--- src/rtl/mux_pkg.sv ---
// Shared types and helpers for the 4-channel round-robin mux scheduler.
// The select encoding is inverted relative to the channel index (sel 00 picks d3).
package mux_pkg;

   localparam int NCH = 4;

   typedef logic [1:0] sel_t;

   typedef enum logic {
      S_IDLE,
      S_GRANT
   } state_t;

   function automatic sel_t idx2sel(input logic [1:0] idx);
      return ~idx;
   endfunction

endpackage

--- src/rtl/rr_pick4.sv ---
// Combinational round-robin picker: first set request bit at or after ptr, wrapping 3->0.
// Reusable wherever a 4-way rotating-priority choice is needed.
module rr_pick4 (
   input  logic [3:0] req_i,
   input  logic [1:0] ptr_i,
   output logic       found_o,
   output logic [1:0] idx_o
);

   logic [1:0] cand;

   // Scan from the farthest offset down so the nearest requester to ptr wins.
   always_comb begin
      found_o = 1'b0;
      idx_o   = ptr_i;
      cand    = ptr_i;
      for (int k = 3; k >= 0; k--) begin
         cand = ptr_i + 2'(k);
         if (req_i[cand]) begin
            found_o = 1'b1;
            idx_o   = cand;
         end
      end
   end

endmodule

--- src/rtl/mux4_rr_sched.sv ---
// Round-robin scheduler driving the select of a 4:1 mux with valid/ready flow control.
// Define MUX_SCHED_CNT_EN to build the per-channel accepted-word counters on grant_cnt.
//
//   state   | meaning
//   S_IDLE  | no word presented; arbitrate on any request
//   S_GRANT | word presented, mux_sel frozen until out_ready accepts it
module mux4_rr_sched
   import mux_pkg::*;
#(
   parameter int CNT_W = 8
) (
   input  logic               clk,
   input  logic               rst,
   input  logic [3:0]         req,
   output logic [3:0]         ch_ack,
   output logic [1:0]         mux_sel,
   output logic               out_valid,
   input  logic               out_ready,
   output logic [4*CNT_W-1:0] grant_cnt
);

   state_t     state_q, state_d;
   logic [1:0] grant_q, grant_d;
   logic [1:0] ptr_q, ptr_d;

   logic       xfer;
   logic [3:0] arb_req;
   logic [1:0] arb_ptr;
   logic       arb_found;
   logic [1:0] arb_idx;

   assign xfer = (state_q == S_GRANT) && out_ready;

   // On an accepted word the next winner is chosen in the same edge, with the
   // acked channel masked and the pointer already advanced past it.
   assign arb_req = xfer ? (req & ~(4'b0001 << grant_q)) : req;
   assign arb_ptr = xfer ? (grant_q + 2'd1) : ptr_q;

   rr_pick4 u_pick (
      .req_i   (arb_req),
      .ptr_i   (arb_ptr),
      .found_o (arb_found),
      .idx_o   (arb_idx)
   );

   always_ff @(posedge clk or posedge rst) begin
      if (rst) begin
         state_q <= S_IDLE;
         grant_q <= 2'd0;
         ptr_q   <= 2'd0;
      end else begin
         state_q <= state_d;
         grant_q <= grant_d;
         ptr_q   <= ptr_d;
      end
   end

   always_comb begin
      state_d = state_q;
      grant_d = grant_q;
      ptr_d   = ptr_q;
      case (state_q)
         S_IDLE: begin
            if (arb_found) begin
               state_d = S_GRANT;
               grant_d = arb_idx;
            end
         end
         S_GRANT: begin
            if (xfer) begin
               ptr_d = grant_q + 2'd1;
               if (arb_found) begin
                  grant_d = arb_idx;
               end else begin
                  state_d = S_IDLE;
               end
            end
         end
         default: state_d = S_IDLE;
      endcase
   end

   always_comb begin
      out_valid = (state_q == S_GRANT);
      mux_sel   = idx2sel(grant_q);
      ch_ack    = xfer ? (4'b0001 << grant_q) : 4'b0000;
   end

`ifdef MUX_SCHED_CNT_EN
   logic [CNT_W-1:0] cnt_q [NCH];

   always_ff @(posedge clk or posedge rst) begin
      if (rst) begin
         for (int i = 0; i < NCH; i++) cnt_q[i] <= '0;
      end else begin
         for (int i = 0; i < NCH; i++) begin
            if (ch_ack[i]) cnt_q[i] <= cnt_q[i] + CNT_W'(1);
         end
      end
   end

   for (genvar g = 0; g < NCH; g++) begin : g_cnt
      assign grant_cnt[g*CNT_W +: CNT_W] = cnt_q[g];
   end
`else
   assign grant_cnt = '0;
`endif

endmodule

--- config.mk ---
export PLATFORM = sky130hd
export DESIGN_NAME = mux4_rr_sched
export DESIGN_NICKNAME = d
export VERILOG_FILES = /design/src/rtl/mux_pkg.sv /design/src/rtl/rr_pick4.sv /design/src/rtl/mux4_rr_sched.sv
export SDC_FILE = /design/constraint.sdc
export NUM_CORES = 1
export LEC_CHECK = 0
export ABC_CLOCK_PERIOD_IN_PS = 1800
export BUFFER_PORTS_ARGS = -buffer_cell sky130_fd_sc_hd__buf_4
export CAP_MARGIN = 20
export CORE_ASPECT_RATIO = 0.9
export CORE_MARGIN = 10
export CORE_UTILIZATION = 43
export CTS_BUF_LIST = sky130_fd_sc_hd__clkbuf_4 sky130_fd_sc_hd__clkbuf_8
export DETAILED_ROUTE_END_ITERATION = 10
export GPL_TIMING_DRIVEN = 0
export PLACE_DENSITY_LB_ADDON = 0.2
export SLEW_MARGIN = 40
export SYNTH_ARGS = -nofsm -noshare
export SYNTH_HDL_FRONTEND = slang
export SYNTH_SLANG_ARGS = --single-unit
export TNS_END_PERCENT = 10
--- constraint.sdc ---
create_clock -name clk -period 1.8 [get_ports clk]
set_input_delay 0.36 -clock clk [delete_from_list [all_inputs] [get_ports clk]]
set_output_delay 0.36 -clock clk [all_outputs]
set_load 0.005 [all_outputs]
==> results of run 1 <==
[state kept, by name (all words and copies together) (netlist names)]
register   flops
out_valid      1
grant_q        2
ptr_q          2
[worst reg2reg max path, delay by kind of cell (launching register included)]
kind,cells,cell delay (ps)
buffers and inverters,1,190
adders and majority gates,1,220
AOI/OAI and AO/OA,4,570
and+or+nand+nor,1,230
DFF,1,400
[cells in the final DEF, fill, tap and decap left out]
master and instances:
a2bb2oi_1 1, o22a_2 1, inv_1 9, a21oi_1 5, and4b_2 1, a22o_1 1
nand2_1 3, a221oi_2 1, nor3_1 1, and3_2 3, o2bb2ai_1 1, a21o_1 1
nand2_4 1, nor2b_1 1, nand2b_4 1, nor2_1 2, ha_1 4, a32oi_1 1
nand3_1 1, clkbuf_4 4, mux2_4 1, a21oi_2 1, a31oi_1 2, conb_1 32
dfrtp_1 5, buf_6 1, buf_4 45, o21ai_0 3, o2111ai_1 1
[kinds of logic (layout without fill, tap and decap cells)]
family / count (synthesis) / count (layout)
buffers and inverters: 43 / 59
AOI/OAI and AO/OA: 19 / 19
and+or+nand+nor: 14 / 14
DFF: 5 / 5
adders and majority gates: 4 / 4
other: 1 / 32
muxes: 1 / 1
[per-layer routing]
metal	GRT usage (%)	share of wire (%)	wire length, um
met1	7.61	36	600
met2	14.8	48	803
met3	7.94	16	275
met4	1.91	0.36	6
met5	0	0	0
[power by group through the flow]
| stage | clock, mW | combinational, mW | sequential, mW |
|---|---|---|---|
| floorplan | 0 | 0.376 | 0.191 |
| global placement | 0 | 0.509 | 0.199 |
| detailed placement | 0 | 0.521 | 0.202 |
| CTS | 0.149 | 0.528 | 0.202 |
| global route | 0.162 | 0.598 | 0.206 |
| finish | 0.149 | 0.539 | 0.203 |
[worst max-delay path by stage]
stage	from	end	slack, ps	cells past startpoint
floorplan	grant_q[0]$_DFFE_PP0P_	grant_q[1]$_DFFE_PP0P_	150	7
global placement	grant_q[0]$_DFFE_PP0P_	grant_q[1]$_DFFE_PP0P_	4	7
detailed placement	grant_q[0]$_DFFE_PP0P_	grant_q[1]$_DFFE_PP0P_	-30	7
CTS	grant_q[0]$_DFFE_PP0P_	grant_q[1]$_DFFE_PP0P_	10	7
global route	grant_q[0]$_DFFE_PP0P_	grant_q[1]$_DFFE_PP0P_	3	7
finish	grant_q[0]$_DFFE_PP0P_	ch_ack[2]	60	4
[area by class of cell]
cell class | instances | area share, %
Timing Repair Buffer | 12 | 9.17
Multi-Input combinational cell | 70 | 42.4
Buffer | 34 | 26.4
Sequential cell | 5 | 12.7
Clock buffer | 4 | 3.06
Inverter | 9 | 3.44
Tap cell | 22 | 2.80
[timing repair]
action / 4_1_cts / 5_1_grt
hold endpoints to repair: 0 / 0
resized for setup: 1 / 1
hold buffers: 0 / 0
gates cloned: 0 / 0
setup endpoints to repair: 1 / 2
==> summary.md, run 1 <==
| Metric | Value |
|---|---|
| # DRC | `0` |
| Gr usage total | `8.68%` |
| Capture point of the worst reg-to-reg path | `grant_q[1]$_DFFE_PP0P_` |
| Area of the multi-input gates | `417 um2` |
| CTS Root Cell | `clkbuf_4` |
| Combinational family with the most area after synthesis | `buffers and inverters` |
| Peak VDD IR | `0.644 mV` |
| WL per Instance | `10.8 um` |
| Fin area | `982 um2` |
| Setup WS pre-CTS | `-34.5 ps` |
| Final ANT Viol Nets | `0` |
| Unrepaired setup endpoints after global routing | `no` |
| Pin count of the biggest net entering global routing | `11` |
| Inserted Clock Buffers | `3` |
| Area growth syn-to-layout | `38.7%` |
| Placed instance count | `152` |
| Max Cap Viol | `0` |
| Die ar. | `3670 um2` |
| Final Util | `65.6%` |
| Critical path class | `reg -> out` |
| Crit. End Element | `primary output` |
| CTS sink count | `5` |
| CP peak stage delay | `380 ps` |
| Placed Instance Area | `942 um2` |
| Fin worst setup slack | `63.8 ps` |
| Hold WC Path Type | `in -> async` |
| Synth top cells by count | `33 x buf_4, 9 x inv_1, 6 x a21oi_1, 5 x dfrtp_1, 4 x ha_1` |
| Ports | `46` |
| Area leader, netlist | `buf_4` |
| YS warnings | `0` |
| Final Cycle Share | `96.5%` |
| Global-route wire length before repair | `2610 um` |
| CTS tree | `done` |
| Diodes inserted | `0` |
| Pint | `538 uW` |
| Drt total wl | `1690 um` |
| Post-synthesis adder-cell area fraction | `7.07%` |
| Area contributors post-synth | `buf_4 35%, dfrtp_1 18%, ha_1 7.1%, inv_1 4.8%, a21oi_1 4.2%` |
| Maximum buffer depth of the clock tree | `2` |
| Layout Skew | `5.03 ps` |
| Crit path DAT | `1380 ps` |
| Chip Height | `58.5 um` |
| Crit path time final | `1740 ps` |
| Pre-Repair DR Iteration Count | `4` |
| Power share of the combinational group | `60.5%` |
| Tot Pwr | `892 uW` |
| Most numerous cell in the Yosys netlist | `buf_4` |
| Global placer's final weighted congestion | `0.851` |
| Power per cell area | `908 nW/um2` |
| Library cells used by synthesis | `27` |
| DR vias/cell | `3.93` |
| FMAX | `576 MHz` |
| Rows | `13` |
| Post-synthesis mux area share | `2.12%` |
| Die X | `62.8 um` |
| Cells after synthesis | `87` |
| Initial antenna violation count | `0` |
| Syn Std Cell Area | `708 um2` |
| Post-Synth XOR/XNOR Area | `0%` |
| DR vias | `613` |
| Status | `finished clean` |
| Fin nets | `146` |
| Final Max Tran Viols | `0` |
| Bufs and invs on worst path | `2` |
| CP delay by family, top | `flip-flops` |
| Area share of the largest cell type after synthesis | `35.0%` |
| Crit path max fanout | `6` |
| Final Non-Filler Cells | `156` |
| Core area | `1500 um2` |
| Flop pwr share | `22.8%` |
| Ordered list of cells on the worst path | `inv_1 > ha_1 > and3_2 > buf_4` |
| Switching part of the total | `39.7%` |
| CTS H-tree depth | `1` |
| Ys flop type | `dfrtp_1` |
| Clock power share | `16.8%` |
| Setup TNS Final | `0 ps` |
| Slowest cell on crit path | `dfrtp_1` |
| Setup violators final | `0` |
| Mapped Avg Cell Area | `8.14 um2` |
| Initial DRC Count | `6` |
| Critical R2R Launch | `grant_q[0]$_DFFE_PP0P_` |
| Post-DP HPWL | `1490 um` |
| EDFF count, synth | `0` |
| Share of cells above drive strength 1 | `44.8%` |
| Worst setup SP type | `flop` |
| Clock Latency Late Sink | `250 ps` |
| Final hold vios | `0` |
| Net switching power | `354 uW` |
| Simple-Gate Fraction of Synth Area | `13.3%` |
| Fill count | `148` |
| PortBufs | `12` |
| CP required | `1440 ps` |
| Reg2Reg Depth | `7` |
| Register area share after synthesis | `17.7%` |
| Reg2Reg Setup Slack | `70 ps` |
| Post-synthesis async set-or-reset flop share | `100%` |
| Register bit total from synthesis | `5` |
| Compound-gate portion of the synthesized area | `18.0%` |
| Initial Util | `47.3%` |
| Number of setup buffers added after CTS | `0` |
| Reg clk slew, reported paths | `40 ps` |
| GR Overflow Total | `0` |
| Vias in the first global route | `598` |
| Sequential cell area | `125 um2` |
| Lkg Pwr | `0.597 nW` |
| Hold Slack | `8.38 ps` |
Note: power is estimated with default switching activity, not from simulation.
==> run 2: changes to the inputs <==
- ABC_CLOCK_PERIOD_IN_PS: 1800 -> 1900
- PLACE_DENSITY: default -> 0.81
- PLACE_DENSITY_LB_ADDON: 0.2 -> default
- clock period: 1.8 -> 1.9 ns (I/O delays scaled with it)
==> run 2 against run 1 <==
Critical path depth is 3 higher. Combinational power down 5.8%. Register-to-register slack gained 40 ps. Die area unchanged. Setup slack gained 50 ps. Largest cell class unchanged.
==> summary.md, run 2 (synthesized netlist as in run 1, its figures left out) <==
| Metric | Value |
|---|---|
| Crit path DAT | `1900 ps` |
| Diodes inserted | `0` |
| CP peak stage delay | `410 ps` |
| Share of cells above drive strength 1 | `44.8%` |
| Unrepaired setup endpoints after global routing | `no` |
| Lkg Pwr | `0.596 nW` |
| Clock Latency Late Sink | `240 ps` |
| CTS H-tree depth | `1` |
| Met2 usage | `14.3%` |
| Worst path most repeated cell | `a21oi_1` |
| Met3 Track Usage GR | `6.62%` |
| Ordered list of cells on the worst path | `inv_1 > ha_1 > and3_2 > a21oi_1 > nand2_1 > a31oi_1 > a21oi_1` |
| Initial Util | `47.3%` |
| Final Non-Filler Cells | `156` |
| Drt total wl | `1650 um` |
| DR vias/cell | `4.10` |
| Final Max Tran Viols | `0` |
| Final hold vios | `0` |
| Most frequent cells in the layout | `45 x buf_4, 32 x conb_1, 8 x inv_1, 6 x a21oi_1, 5 x dfrtp_1` |
| Worst setup SP type | `flop` |
| Pre-Repair DR Iteration Count | `4` |
| CTS Root Cell | `clkbuf_4` |
| Layout Skew | `3.31 ps` |
| Switching part of the total | `39.1%` |
| Die X | `62.8 um` |
| Pint | `507 uW` |
| CTS tree | `done` |
| Tot Pwr | `832 uW` |
| Placed Instance Area | `942 um2` |
| Initial antenna violation count | `0` |
| Initial DRC Count | `28` |
| Reg clk slew, reported paths | `40 ps` |
| CP delay by family, top | `compound AO/OA/AOI/OAI gates` |
| Crit path time final | `1790 ps` |
| Crit path max fanout | `4` |
| Setup TNS Final | `0 ps` |
| Post-DP HPWL | `1440 um` |
| Critical path class | `reg -> reg` |
| PortBufs | `12` |
| CP required | `2010 ps` |
| CTS sink count | `5` |
| Global-route wire length before repair | `2720 um` |
| Fin area | `978 um2` |
| Met1 usage | `9.52%` |
| Fin nets | `146` |
| GR Overflow Total | `0` |
| Power per cell area | `850 nW/um2` |
| Final ANT Viol Nets | `0` |
| FMAX | `560 MHz` |
| WL per Instance | `10.6 um` |
| Global placer's final weighted congestion | `0.864` |
| DR vias | `640` |
| Flop pwr share | `22.8%` |
| Setup violators final | `0` |
| Slowest cell on crit path | `dfrtp_1` |
| Net switching power | `325 uW` |
| Status | `finished clean` |
| Ports | `46` |
| Layer with the highest usage | `met2` |
| Crit. End Element | `flop` |
| Chip Height | `58.5 um` |
| Placed instance count | `152` |
| Gr usage total | `9.00%` |
| Area growth syn-to-layout | `38.2%` |
| Rows | `13` |
| Inserted Clock Buffers | `3` |
| # DRC | `0` |
| Power share of the combinational group | `61.1%` |
| Most common cell after layout, fill and taps aside | `buf_4` |
| Fill count | `136` |
| Final Cycle Share | `94.0%` |
| Vias in the first global route | `571` |
| Core area | `1500 um2` |
| Peak VDD IR | `0.608 mV` |
| Clock power share | `16.1%` |
| Die ar. | `3670 um2` |
| Max Cap Viol | `0` |
| Pin count of the biggest net entering global routing | `11` |
| Maximum buffer depth of the clock tree | `2` |
| Hold WC Path Type | `in -> async` |
| Bufs and invs on worst path | `1` |
## run 2: cell count changes in the layout (fill, tap and decap cells not counted)
cell     change
a21oi_2      -1
inv_1        -1
a21oi_1      +1
inv_2        +1
## run 2: what timing repair did
action	4_1_cts	5_1_grt
setup buffers	0	0
resized for setup	0	2
hold buffers	0	0
endpoints found under the setup margin	0	2
hold endpoints to repair	0	0
## run 2: worst paths after layout
path	cells past startpoint	from	endpoint	slack [ps]
max reg2reg	7	grant_q[1]$_DFFE_PP0P_	grant_q[1]$_DFFE_PP0P_	110
min reg2reg	1	ptr_q[0]$_DFFE_PP0P_	ptr_q[0]$_DFFE_PP0P_	520
max	7	grant_q[1]$_DFFE_PP0P_	grant_q[1]$_DFFE_PP0P_	110
max in group asynchronous	2	rst	ptr_q[1]$_DFFE_PP0P_	1700
min	2	rst	grant_q[1]$_DFFE_PP0P_	40
min in group clk	3	req[2]	out_valid$_DFF_PP0_	450
## run 2: layer usage
metal | vias to the layer above | part of all wire [%]
met3 | 0 | 15
met2 | 42 | 47
li1 | 322 | -
met1 | 276 | 38
met4 | 0 | 0
met5 | - | 0
## run 2: cell type report
cell class / instances / area (um2) / share of cell area [%]
multi-input combinational: 70 / 413 / 42.2
buffer: 34 / 259 / 26.5
sequential: 5 / 125 / 12.8
timing repair buffer: 12 / 90.1 / 9.21
inverter: 9 / 33.8 / 3.45
clock buffer: 4 / 30.0 / 3.07
tap: 22 / 27.5 / 2.81
## run 2: power by group through the flow
| stage | Sequential, mW | Combinational [mW] | Clock, mW |
|---|---|---|---|
| 2_1_floorplan | 0.181 | 0.356 | 0 |
| 3_3_place_gp | 0.187 | 0.481 | 0 |
| 3_5_place_dp | 0.189 | 0.492 | 0 |
| 4_1_cts | 0.187 | 0.495 | 0.142 |
| 5_1_grt | 0.193 | 0.576 | 0.153 |
| 6_report | 0.189 | 0.508 | 0.134 |
## run 2: stage by stage
stage	setup slack [ps]	hold WS (ps)	utilization [%]
finish	113	35.0	65.4
global route	27.6	37.9	65.4
CTS	59.7	30.8	65.0
detailed placement	68.1	294	63.0
global placement	104	293	63.0
floorplan	247	159	-
==> run 3: changes to the inputs <==
- PLACE_DENSITY: 0.81 -> default
- PLACE_DENSITY_LB_ADDON: default -> 0.08
==> run 3 against run 2 <==
Critical path depth stayed put. Clock power is 5% higher. Wire length is 14% higher. Maximum frequency is 1.8% higher. Flip-flop and latch count stayed put.
==> summary.md, run 3 (synthesized netlist as in run 1, its figures left out) <==
| Metric | Value |
|---|---|
| Placed Instance Area | `942 um2` |
| Crit. End Element | `flop` |
| Initial Util | `47.3%` |
| Clock Latency Late Sink | `250 ps` |
| Ordered list of cells on the worst path | `inv_1 > ha_1 > and4b_2 > o21ai_0 > a21oi_1 > a31oi_1 > a21oi_1` |
| CTS tree | `done` |
| Most common cell after layout, fill and taps aside | `buf_4` |
| Die X | `62.8 um` |
| Status | `finished clean` |
| Final ANT Viol Nets | `0` |
| Net switching power | `353 uW` |
| Layout Skew | `3.16 ps` |
| Crit path DAT | `1870 ps` |
| WL per Instance | `12.1 um` |
| CP delay by family, top | `compound AO/OA/AOI/OAI gates` |
| Clock power share | `16.3%` |
| Initial DRC Count | `20` |
| Final Cycle Share | `92.4%` |
| Placed instance count | `152` |
| Drt total wl | `1880 um` |
| Final Max Tran Viols | `0` |
| Max Cap Viol | `0` |
| CTS sink count | `5` |
| DR vias | `644` |
| Reg2Reg Setup Slack | `140 ps` |
| DR vias/cell | `4.13` |
| Worst setup SP type | `flop` |
| Fill count | `142` |
| Fin nets | `146` |
| FMAX | `570 MHz` |
| Global-route wire length before repair | `3060 um` |
| PortBufs | `12` |
| Fin worst setup slack | `145 ps` |
| Die ar. | `3670 um2` |
| Hold Slack | `39.2 ps` |
| GR Overflow Total | `0` |
| Reg clk slew, reported paths | `50 ps` |
| Tot Pwr | `868 uW` |
| Setup violators final | `0` |
| Unrepaired setup endpoints after global routing | `no` |
| CP required | `2010 ps` |
| CTS hold repair buffers | `0` |
| Gr usage total | `10.3%` |
| Area growth syn-to-layout | `40.3%` |
| Final hold vios | `0` |
| # DRC | `0` |
| Setup WS pre-CTS | `70.5 ps` |
| Critical path class | `reg -> reg` |
| Inserted Clock Buffers | `3` |
| Global placer's final weighted congestion | `0.802` |
| CTS H-tree depth | `1` |
| Bufs and invs on worst path | `1` |
| Core area | `1500 um2` |
| Reg2Reg Depth | `7` |
| Share of cells above drive strength 1 | `44.8%` |
| Chip Height | `58.5 um` |
| Initial antenna violation count | `0` |
| Lkg Pwr | `0.602 nW` |
| Ports | `46` |
| Pint | `515 uW` |
| Power per cell area | `873 nW/um2` |
| Rows | `13` |
| Switching part of the total | `40.7%` |
| Final Util | `66.4%` |
| Most frequent cells in the layout | `45 x buf_4, 32 x conb_1, 9 x inv_1, 5 x a21oi_1, 5 x dfrtp_1` |
| Post-DP HPWL | `1550 um` |
| Crit path time final | `1760 ps` |
| Setup TNS Final | `0 ps` |
| Maximum buffer depth of the clock tree | `2` |
| Power share of the combinational group | `61.8%` |
| CTS Root Cell | `clkbuf_4` |
| Flop pwr share | `22.0%` |
| Pin count of the biggest net entering global routing | `11` |
| Slowest cell on crit path | `dfrtp_1` |
| Crit path max fanout | `6` |
| Pre-Repair DR Iteration Count | `5` |
| Fin area | `993 um2` |
| Worst path most repeated cell | `a21oi_1` |
| Final Non-Filler Cells | `156` |
| Hold WC Path Type | `in -> async` |
| Peak VDD IR | `0.455 mV` |
| Critical R2R Launch | `grant_q[0]$_DFFE_PP0P_` |
| Vias in the first global route | `606` |
| Capture point of the worst reg-to-reg path | `grant_q[1]$_DFFE_PP0P_` |
| Diodes inserted | `0` |
| CP peak stage delay | `400 ps` |
[run 3: cell count changes in the layout (fill, tap and decap cells not counted)]
cell | before | now
a221oi_4 | 0 | 1
inv_2 | 1 | 0
a21oi_2 | 0 | 1
a221oi_2 | 1 | 0
inv_1 | 8 | 9
a21oi_1 | 6 | 5
[run 3: cell type report]
class / instances / area [um2] / area share, %
Inverter: 9 / 33.8 / 3.40
Multi-Input combinational cell: 70 / 428 / 43.1
Timing Repair Buffer: 12 / 90.1 / 9.07
Buffer: 34 / 259 / 26.1
Tap cell: 22 / 27.5 / 2.77
Clock buffer: 4 / 30.0 / 3.02
Sequential cell: 5 / 125 / 12.6
[run 3: worst reg2reg max path, stage by stage (launching register included)]
cell and delay, ps:
dfrtp_1 400, inv_1 190, ha_1 210, and4b_2 230, o21ai_0 210, a21oi_1 110, a31oi_1 170, a21oi_1 90
[run 3: how the worst max path moves through the flow]
stage                                 from                     end  cells past startpoint
floorplan           grant_q[0]$_DFFE_PP0P_  grant_q[1]$_DFFE_PP0P_                      7
global placement    grant_q[0]$_DFFE_PP0P_  grant_q[1]$_DFFE_PP0P_                      7
detailed placement  grant_q[0]$_DFFE_PP0P_  grant_q[1]$_DFFE_PP0P_                      7
CTS                 grant_q[0]$_DFFE_PP0P_  grant_q[1]$_DFFE_PP0P_                      7
global route        grant_q[0]$_DFFE_PP0P_  grant_q[1]$_DFFE_PP0P_                      7
finish              grant_q[0]$_DFFE_PP0P_  grant_q[1]$_DFFE_PP0P_                      7
[run 3: power by group through the flow]
stage / Clock (mW) / Sequential [mW] / Combinational, mW
floorplan: 0 / 0.181 / 0.356
global placement: 0 / 0.190 / 0.486
detailed placement: 0 / 0.193 / 0.491
CTS: 0.148 / 0.189 / 0.496
global route: 0.159 / 0.197 / 0.606
finish: 0.141 / 0.191 / 0.536
[run 3: timing repair]
action	in CTS	in global routing
endpoints found under the setup margin	0	2
gates resized for setup	0	3
setup buffers	0	0
[run 3: per-layer routing]
layer | share of wire, % | global-route usage [%] | wire length, um
met1 | 36 | 10.5 | 669
met2 | 51 | 17.4 | 957
met3 | 12 | 5.67 | 224
met4 | 1.6 | 4.78 | 31
met5 | 0 | 0 | 0
